==> config.mk <==
export PLATFORM = sky130hd
export DESIGN_NAME = ekf_stage_sequencer_flat
export DESIGN_NICKNAME = d
export VERILOG_FILES = /design/src/rtl/ekf_stage_sequencer_if.sv /design/src/rtl/ekf_stage_sequencer.sv /design/src/flat_wrapper.sv
export SDC_FILE = /design/constraint.sdc
export NUM_CORES = 1
export LEC_CHECK = 0
export ABC_CLOCK_PERIOD_IN_PS = 10750
export CAP_MARGIN = 10
export CORE_AREA = 2 2 142 144
export CTS_CLUSTER_DIAMETER = 120
export DETAILED_ROUTE_END_ITERATION = 6
export DIE_AREA = 0 0 144 146
export GPL_TIMING_DRIVEN = 0
export SYNTH_ARGS = -nofsm -noshare
export SYNTH_HDL_FRONTEND = slang
export SYNTH_SLANG_ARGS = --single-unit
==> constraint.sdc <==
create_clock -name clk -period 10.75 [get_ports clk]
set_clock_uncertainty 0.2 [all_clocks]
set_input_delay 1.075 -clock clk [delete_from_list [all_inputs] [get_ports clk]]
set_output_delay 1.075 -clock clk [all_outputs]
set_load 0.05 [all_outputs]
==> src/rtl/ekf_stage_sequencer_if.sv <==
// Handshake and result bus between the EKF stage sequencer and its requester/compute units.
interface ekf_stage_sequencer_if #(
  parameter int RSA_DW  = 16,
  parameter int ROW_LEN = 10,
  parameter int RES_CH  = 6
);
  logic [2:0]               stage_val;
  logic [2:0]               stage_rdy;
  logic [ROW_LEN-1:0]       landmark_num;
  logic [ROW_LEN-1:0]       l_k;
  logic                     init_predict;
  logic                     init_newlm;
  logic                     init_update;
  logic                     done_predict;
  logic                     done_newlm;
  logic                     done_update;
  logic [RES_CH*RSA_DW-1:0] result_flat;
  logic [RES_CH*RSA_DW-1:0] res_q;
  logic                     res_vld;
  logic [2:0]               res_stage;
  logic [ROW_LEN-1:0]       lk_q;
  logic                     busy;
  logic                     err_timeout;
  logic                     err_illegal;
  logic                     err_clr;

  modport master (
    output stage_val, landmark_num, l_k, done_predict, done_newlm, done_update,
           result_flat, err_clr,
    input  stage_rdy, init_predict, init_newlm, init_update, res_q, res_vld,
           res_stage, lk_q, busy, err_timeout, err_illegal
  );

  modport slave (
    input  stage_val, landmark_num, l_k, done_predict, done_newlm, done_update,
           result_flat, err_clr,
    output stage_rdy, init_predict, init_newlm, init_update, res_q, res_vld,
           res_stage, lk_q, busy, err_timeout, err_illegal
  );
endinterface

==> src/rtl/ekf_stage_sequencer.sv <==
// EKF-SLAM stage controller: one-hot request -> init pulse -> wait for done (with watchdog) -> capture results.
module ekf_stage_sequencer #(
  parameter int RSA_DW   = 16,
  parameter int ROW_LEN  = 10,
  parameter int RES_CH   = 6,
  parameter int TO_CW    = 16,
  parameter int TO_LIMIT = 1000
) (
  input logic                  clk,
  input logic                  sys_rst,
  ekf_stage_sequencer_if.slave bus
);
  typedef enum logic [1:0] {IDLE, INIT, WAIT, CAPT} state_t;

  localparam logic [TO_CW-1:0] TO_LAST = TO_CW'(TO_LIMIT - 1);

  state_t             state;
  logic [2:0]         stage;
  logic [TO_CW-1:0]   cnt;
  logic               onehot, accept, done_act, illegal_set, to_set;

  always_comb begin
    bus.stage_rdy = 3'b000;
    if (state == IDLE)
      bus.stage_rdy = {(bus.landmark_num != '0) && (bus.l_k < bus.landmark_num), 2'b11};
  end

  assign onehot      = bus.stage_val inside {3'b001, 3'b010, 3'b100};
  assign accept      = (state == IDLE) && onehot && |(bus.stage_val & bus.stage_rdy);
  assign illegal_set = (state == IDLE) && (bus.stage_val != 3'b000) && !accept;
  // Only the unit we started may complete the transaction.
  assign done_act    = |(stage & {bus.done_update, bus.done_newlm, bus.done_predict});
  assign to_set      = (state == WAIT) && !done_act && (cnt == TO_LAST);

  always_ff @(posedge clk or posedge sys_rst) begin
    if (sys_rst) begin
      state            <= IDLE;
      stage            <= 3'b000;
      cnt              <= '0;
      bus.init_predict <= 1'b0;
      bus.init_newlm   <= 1'b0;
      bus.init_update  <= 1'b0;
      bus.res_q        <= '0;
      bus.res_vld      <= 1'b0;
      bus.res_stage    <= 3'b000;
      bus.lk_q         <= '0;
      bus.busy         <= 1'b0;
    end else begin
      bus.init_predict <= 1'b0;
      bus.init_newlm   <= 1'b0;
      bus.init_update  <= 1'b0;
      bus.res_vld      <= 1'b0;
      case (state)
        IDLE: if (accept) begin
          stage            <= bus.stage_val;
          bus.lk_q         <= bus.l_k;
          bus.init_predict <= bus.stage_val[0];
          bus.init_newlm   <= bus.stage_val[1];
          bus.init_update  <= bus.stage_val[2];
          bus.busy         <= 1'b1;
          state            <= INIT;
        end
        INIT: begin
          cnt   <= '0;
          state <= WAIT;
        end
        WAIT: begin
          if (done_act) begin
            bus.res_q     <= bus.result_flat;
            bus.res_stage <= stage;
            bus.res_vld   <= 1'b1;
            state         <= CAPT;
          end else if (cnt == TO_LAST) begin
            bus.busy <= 1'b0;
            state    <= IDLE;
          end else begin
            cnt <= cnt + TO_CW'(1);
          end
        end
        CAPT: begin
          bus.busy <= 1'b0;
          state    <= IDLE;
        end
        default: begin
          bus.busy <= 1'b0;
          state    <= IDLE;
        end
      endcase
    end
  end

  // Sticky errors: a new set on the same edge as err_clr keeps the flag high.
  always_ff @(posedge clk or posedge sys_rst) begin
    if (sys_rst) begin
      bus.err_timeout <= 1'b0;
      bus.err_illegal <= 1'b0;
    end else begin
      if (to_set)           bus.err_timeout <= 1'b1;
      else if (bus.err_clr) bus.err_timeout <= 1'b0;
      if (illegal_set)      bus.err_illegal <= 1'b1;
      else if (bus.err_clr) bus.err_illegal <= 1'b0;
    end
  end
endmodule
==> src/flat_wrapper.sv <==
// flat-port wrapper written by rule: the top's interface ports become plain ports
module ekf_stage_sequencer_flat 
#(
  parameter int RSA_DW   = 16,
  parameter int ROW_LEN  = 10,
  parameter int RES_CH   = 6,
  parameter int TO_CW    = 16,
  parameter int TO_LIMIT = 1000
)
  (clk, sys_rst, bus_stage_val, bus_landmark_num, bus_l_k, bus_done_predict, bus_done_newlm, bus_done_update, bus_result_flat, bus_err_clr, bus_stage_rdy, bus_init_predict, bus_init_newlm, bus_init_update, bus_res_q, bus_res_vld, bus_res_stage, bus_lk_q, bus_busy, bus_err_timeout, bus_err_illegal);
  ekf_stage_sequencer_if #(.RSA_DW(RSA_DW), .ROW_LEN(ROW_LEN), .RES_CH(RES_CH)) bus_i ();
  input logic clk;
  input logic sys_rst;
  input wire logic [$bits(bus_i.stage_val)-1:0] bus_stage_val;
  input wire logic [$bits(bus_i.landmark_num)-1:0] bus_landmark_num;
  input wire logic [$bits(bus_i.l_k)-1:0] bus_l_k;
  input wire logic [$bits(bus_i.done_predict)-1:0] bus_done_predict;
  input wire logic [$bits(bus_i.done_newlm)-1:0] bus_done_newlm;
  input wire logic [$bits(bus_i.done_update)-1:0] bus_done_update;
  input wire logic [$bits(bus_i.result_flat)-1:0] bus_result_flat;
  input wire logic [$bits(bus_i.err_clr)-1:0] bus_err_clr;
  output wire logic [$bits(bus_i.stage_rdy)-1:0] bus_stage_rdy;
  output wire logic [$bits(bus_i.init_predict)-1:0] bus_init_predict;
  output wire logic [$bits(bus_i.init_newlm)-1:0] bus_init_newlm;
  output wire logic [$bits(bus_i.init_update)-1:0] bus_init_update;
  output wire logic [$bits(bus_i.res_q)-1:0] bus_res_q;
  output wire logic [$bits(bus_i.res_vld)-1:0] bus_res_vld;
  output wire logic [$bits(bus_i.res_stage)-1:0] bus_res_stage;
  output wire logic [$bits(bus_i.lk_q)-1:0] bus_lk_q;
  output wire logic [$bits(bus_i.busy)-1:0] bus_busy;
  output wire logic [$bits(bus_i.err_timeout)-1:0] bus_err_timeout;
  output wire logic [$bits(bus_i.err_illegal)-1:0] bus_err_illegal;
  assign bus_i.stage_val = bus_stage_val;
  assign bus_i.landmark_num = bus_landmark_num;
  assign bus_i.l_k = bus_l_k;
  assign bus_i.done_predict = bus_done_predict;
  assign bus_i.done_newlm = bus_done_newlm;
  assign bus_i.done_update = bus_done_update;
  assign bus_i.result_flat = bus_result_flat;
  assign bus_i.err_clr = bus_err_clr;
  assign bus_stage_rdy = bus_i.stage_rdy;
  assign bus_init_predict = bus_i.init_predict;
  assign bus_init_newlm = bus_i.init_newlm;
  assign bus_init_update = bus_i.init_update;
  assign bus_res_q = bus_i.res_q;
  assign bus_res_vld = bus_i.res_vld;
  assign bus_res_stage = bus_i.res_stage;
  assign bus_lk_q = bus_i.lk_q;
  assign bus_busy = bus_i.busy;
  assign bus_err_timeout = bus_i.err_timeout;
  assign bus_err_illegal = bus_i.err_illegal;
  ekf_stage_sequencer #(.RSA_DW(RSA_DW), .ROW_LEN(ROW_LEN), .RES_CH(RES_CH), .TO_CW(TO_CW), .TO_LIMIT(TO_LIMIT)) u_core (.clk(clk), .sys_rst(sys_rst), .bus(bus_i));
endmodule
==> results.toml, run 1 <==
[pwr]
power_per_cell_area_nw_per_um2 = 325
leakagePower_nw = 4.41
p_total_mw = 2.99
ir_drop_mv = 0.158

[synth]
netlist_area_um2 = 5780
synthFlopType = "dfrtp_1"
syn_nets = 760
synth_enable_flop_cells = 0
ys_ff_latch = 137
synth_top_area_share = 0.593
ys_seq_area_frac = 0.593
synth.distinct_cells = 42
yosys-top-cells-area = "dfrtp_1 (59%), nand2_1 (20%), ha_1 (3.0%), mux2_4 (1.8%), xor2_1 (1.5%)"
async_flop_share = 1.00
synth_commonest_cells = "nand2_1 (308), dfrtp_1 (137), clkbuf_1 (21)"
synth_cells = 621
yosys.area.top_type = "dfrtp_1"
yosysMostFrequentCell = "nand2_1"
synth_warnings = 0
syn_area_per_cell_um2 = 9.31

[sta]
relSlewSlack = 0.498
finalSetupViolations = 0
slew_violations = 0
tns_ns = 0
fmax_mhz = 218
post-route-period-util = 0.427
rsz0062_at_grt = "false"
hold_viol = 0
final.min_clock_period_ns = 4.59
tightest_slew_ns = 0.752
whs_ns = 0.269

[clocking]
h-tree-depth = 4
clock-sinks = 137
numCtsBuffers = 17
holdBufCountCts = 0
cts_tree = "built"
clk_path_buf_depth = 2
clk_latency_ns = 0.41
root_buffer = "clkbuf_16"
clkTransAtPathRegs_ns = 0.06
cts.repair.resized = 0
post_cts_buffers = 0

[critical_path]
startpoint = "bus_landmark_num[5]"
path_common_cell = "clkdlybuf4s50_1"
critPathSlowestCell = "clkdlybuf4s50_1"
regToRegStartpoint = "u_core.state[0]"
crit_chain = "clkdlybuf4s50_1 > inv_1 > ha_1 > a211oi_1 > o221ai_1 > a21oi_2 > clkdlybuf4s50_1"
rrSetupSlack_ns = 7.70
crit_fanout = 3
startpoint_type = "input port"
path_class = "input port to output pin"
crit_required_ns = 9.48
critPathArrivalTime_ns = 3.32
critPathCaptureType = "output pin"
max_stage_delay_ns = 0.83

[floorplanning]
die_w_um = 144
io_pins = 244
core-area_um2 = 19300
core.rowCount = 51
dieArea_um2 = 21000
die_y_um = 146
start_util = 0.299

[route]
drtPass1Iterations = 4
drt_iter0_drc = 176
wl_mm = 16.9
ant_nets = 0
drc = 0
vias_per_cell = 4.33
num_vias = 5031
post_drt_wl_per_cell_um = 14.6

[place]
dp_hpwl_mm = 12.6
placed_cells = 1130
gp_congestion = 0.758
numPortBuffers = 243

[global_route]
grt_use_total = 0.162
grt_pass1_wl_mm = 26.4
overflow = 0
antenna_found_initial = 0
grt_pass1_vias = 4813
grt_max_degree = 78

[hold_path]
hp-class = "flip-flop to flip-flop"
hp-start = "u_core.bus.res_stage[1]"

[layout]
nFillCells = 1881
drive_above_1_share = 0.0658
n_antenna_cell = 0
syn2layout_area_growth_pct = 58.6
post-route-util = 0.474
final_cells = 1161
nets = 1023

[run]
maxCapViolCount = 0

[run_status]
status = "finished, final reports clean"
-- through the flow --
step           instance area [um^2]  setup WS [ns]
2_1_floorplan                  5780           5.81
3_3_place_gp                   8550           3.52
3_5_place_dp                   8580           6.15
4_1_cts                        9170           6.13
5_1_grt                        9170           6.01
6_report                       9170           6.16
-- sequential cells by signal, summed over array words and instances, names as in the netlist --
| name | flops |
|---|---|
| u_core.bus.busy | 1 |
| u_core.bus.err_illegal | 1 |
| u_core.bus.err_timeout | 1 |
| u_core.bus.init_newlm | 1 |
| u_core.bus.init_predict | 1 |
| u_core.bus.init_update | 1 |
| u_core.bus.lk_q | 10 |
| u_core.bus.res_q | 96 |
| u_core.bus.res_stage | 3 |
| u_core.bus.res_vld | 1 |
| u_core.cnt | 16 |
| u_core.stage | 3 |
| u_core.state | 2 |
-- final cells by class --
type,count,area [um^2],share of cell area
clock buffer,19,443,0.0483
multi-input combinational,436,2140,0.233
timing repair buffer,244,2460,0.268
clock inverter,12,150,0.0164
buffer,30,146,0.0160
inverter,18,72.6,0.00791
sequential,137,3430,0.374
tap,265,332,0.0361
-- logic make-up (layout without fill, tap and decap cells) --
group,after synthesis,after routing,synth area share
fa+ha+maj,14,14,0.0303
compound gates,32,32,0.0374
xor+xnor,10,10,0.0151
flops,137,137,0.593
mux,12,12,0.0277
buf+inv,48,323,0.0370
simple gates,368,368,0.260
-- power breakdown --
group          switching, mW  internal (mW)  total, mW
Sequential             0.103          0.715      0.818
Combinational           1.06          0.518       1.58
Clock                  0.221          0.369      0.590
Total                   1.38           1.60       2.99
-- layout by cell type (no fill, tap or decap), drive strengths merged, types with 4 or more instances in the layout --
master         count
xor2              10
clkbuf            40
clkdlybuf4s50    243
buf               10
and3               9
a21oi              7
dfrtp            137
inv               19
nand2            308
nor2              16
ha                14
clkinv             5
a21o               4
o21ai             12
mux2              11
nand3              5
nor4               4
nand4             11
-- worst max-delay path: cells and delay by family --
family	cells	cell delay (ns)
buffers and inverters	3	1.33
AOI/OAI and AO/OA	3	0.60
adders and majority gates	1	0.30
-- layer usage --
layer	GRT usage	wire (um)	up-vias
met4	0.0412	189	0
met1	0.202	7280	2369
met2	0.274	8330	152
li1	-	-	2495
met3	0.0497	1140	15
met5	0	0	-
-- worst paths after layout --
check,endpoint,cells after the start
max,bus_stage_rdy[2],7
min,u_core.bus.res_stage[1],2
max in group asynchronous,u_core.cnt[10],3
max reg2reg,u_core.bus.res_q[40],9
min reg2reg,u_core.bus.res_stage[1],2
min in group asynchronous,u_core.bus.res_q[80],2
No activity file was read; power rests on OpenSTA's default activity.
==> inputs of run 2 (changes only) <==
--- a/config.mk
+++ b/config.mk
@@ -5,7 +5,7 @@
 export SDC_FILE = /design/constraint.sdc
 export NUM_CORES = 1
 export LEC_CHECK = 0
-export ABC_CLOCK_PERIOD_IN_PS = 10750
+export ABC_CLOCK_PERIOD_IN_PS = 4510
 export CAP_MARGIN = 10
 export CORE_AREA = 2 2 142 144
 export CTS_CLUSTER_DIAMETER = 120
==> constraint.sdc (replaced) <==
create_clock -name clk -period 4.51 [get_ports clk]
set_clock_uncertainty 0.2 [all_clocks]
set_input_delay 0.451 -clock clk [delete_from_list [all_inputs] [get_ports clk]]
set_output_delay 0.451 -clock clk [all_outputs]
set_load 0.05 [all_outputs]
==> results of run 2 <==
The final DEF is identical to that of run 1. Status: finished, final reports clean.
Main changes from that run: setup slack after placement 6.15 ns -> 1.02 ns; setup slack after layout 6.16 ns -> 1.17 ns; register-to-register setup slack 7.70 ns -> 1.46 ns; total power 2.99 mW -> 7.12 mW; worst IR drop on VDD 0.158 mV -> 0.376 mV
==> inputs of run 3 (changes only) <==
--- a/config.mk
+++ b/config.mk
@@ -5,7 +5,7 @@
 export SDC_FILE = /design/constraint.sdc
 export NUM_CORES = 1
 export LEC_CHECK = 0
-export ABC_CLOCK_PERIOD_IN_PS = 4510
+export ABC_CLOCK_PERIOD_IN_PS = 3200
 export CAP_MARGIN = 10
 export CORE_AREA = 2 2 142 144
 export CTS_CLUSTER_DIAMETER = 120
==> constraint.sdc (replaced) <==
create_clock -name clk -period 3.2 [get_ports clk]
set_clock_uncertainty 0.2 [all_clocks]
set_input_delay 0.32 -clock clk [delete_from_list [all_inputs] [get_ports clk]]
set_output_delay 0.32 -clock clk [all_outputs]
set_load 0.05 [all_outputs]
==> results.toml, run 3 (synthesized netlist as in run 1, its figures left out) <==
[route]
wl_mm = 17.2
drc = 0
ant_nets = 0
vias_per_cell = 4.33
num_vias = 5035
post_drt_wl_per_cell_um = 14.8
drt_iter0_drc = 224
drtPass1Iterations = 5

[pwr]
leakagePower_nw = 4.40
p_total_mw = 9.86
power_per_cell_area_nw_per_um2 = 1080
ir_drop_mv = 0.499

[clocking]
h-tree-depth = 4
clock-sinks = 137
root_buffer = "clkbuf_16"
numCtsBuffers = 17
clk_latency_ns = 0.42
post_cts_buffers = 0
clk_path_buf_depth = 2
cts_tree = "built"
clkTransAtPathRegs_ns = 0.06

[global_route]
use_met1 = 0.208
overflow = 0
grt_max_degree = 41
antenna_found_initial = 0
grt_pass1_vias = 4913
grt_pass1_wl_mm = 27.1
use_met2 = 0.272
grt_use_total = 0.166
met3_usage = 0.0526
grt_busiest_layer = "met2"

[layout]
multiInputGateArea_um2 = 2140
seqCellArea_um2 = 3430
largest_reg_flops = 96
n_antenna_cell = 0
drive_above_1_share = 0.0690
syn2layout_area_growth_pct = 58.3
final_cells = 1164
largest_register = "u_core.bus.res_q"
layout_commonest_cell = "nand2_1"
final_cell_area_um2 = 9160
nFillCells = 1860
final_cell_mix = "nand2_1 (308), clkdlybuf4s50_1 (242), dfrtp_1 (137)"
nets = 1025
reg_top3 = "u_core.bus.res_q: 96 flops, u_core.cnt: 16 flops, u_core.bus.lk_q: 10 flops"
post-route-util = 0.474

[hold_path]
hp-class = "input port to async pin"

[place]
placed_cells = 1132
numPortBuffers = 243
dp_hpwl_mm = 12.9
dp_slack_ns = -0.176
gp_congestion = 0.773
placed_area_um2 = 8610

[critical_path]
crit_fanout = 8
critPathArrivalTime_ns = 2.32
crit_required_ns = 2.68
startpoint = "u_core.state[0]"
regToRegStartpoint = "u_core.state[0]"
path_class = "flip-flop to output pin"
critPathCaptureType = "output pin"
startpoint_type = "flip-flop"
worstRegToRegCells = 9

[sta]
whs_ns = 0.124
post-route-period-util = 0.889
setup_slack_ns = 0.356
hold_viol = 0
finalSetupViolations = 0
rsz0062_at_grt = "false"
final.min_clock_period_ns = 2.84
slew_violations = 0
tightest_slew_ns = 0.718
fmax_mhz = 352
relSlewSlack = 0.522
tns_ns = 0

[floorplanning]
die_y_um = 146
dieArea_um2 = 21000
io_pins = 244
start_util = 0.299
core.rowCount = 51
die_w_um = 144
core-area_um2 = 19300

[run_status]
status = "finished, final reports clean"

[run]
maxCapViolCount = 0
## run 3: cell count changes in the layout (fill, tap and decap cells not counted)
cell	change
buf_12	+3
bufinv_16	-3
clkinv_2	-2
clkinv_4	+2
clkinvlp_4	+2
buf_16	-1
clkbuf_2	+1
clkdlybuf4s50_1	-1
dlymetal6s2s_1	+1
inv_8	+1
## run 3: report_power, final
part	switching, mW	total (mW)	internal, mW
Clock	0.786	1.81	1.02
Combinational	3.56	5.30	1.74
Sequential	0.347	2.75	2.40
## run 3: layout make-up
| type | count | share of cell area |
|---|---|---|
| plain buffers | 30 | 0.0161 |
| clock buffers | 20 | 0.0488 |
| clock inverters | 12 | 0.0104 |
| inverters | 18 | 0.00779 |
| multi-input cells | 436 | 0.234 |
| flip-flops and latches | 137 | 0.374 |
| well taps | 265 | 0.0362 |
| repair buffers | 246 | 0.272 |
## run 3: routing by layer
layer	vias up	wire length (um)
met4	0	325
met3	24	1350
met5	-	0
met2	154	8290
met1	2356	7250
li1	2501	-
## run 3: worst max-delay path, stage by stage, from the launching register on
cell and delay, ns:
dfrtp_1 0.40, inv_1 0.13, ha_1 0.41, buf_4 0.18
clkdlybuf4s50_1 0.79
## run 3: timing repair
item / in CTS / in global routing
resized for setup: 0 / 3
hold buffers: 0 / 0
setup endpoints to repair: 0 / 11
endpoints found under the hold margin: 0 / 0
## run 3: final timing paths
check	to	slack [ns]
worst max-delay path	bus_stage_rdy[1]	0.36
worst min-delay path	u_core.bus.res_q[14]	0.12
worst max register to register	u_core.bus.res_q[89]	0.41
worst min register to register	u_core.bus.res_q[38]	0.27
max in group asynchronous	u_core.cnt[1]	1.79
min in group clk	u_core.bus.res_q[6]	0.22
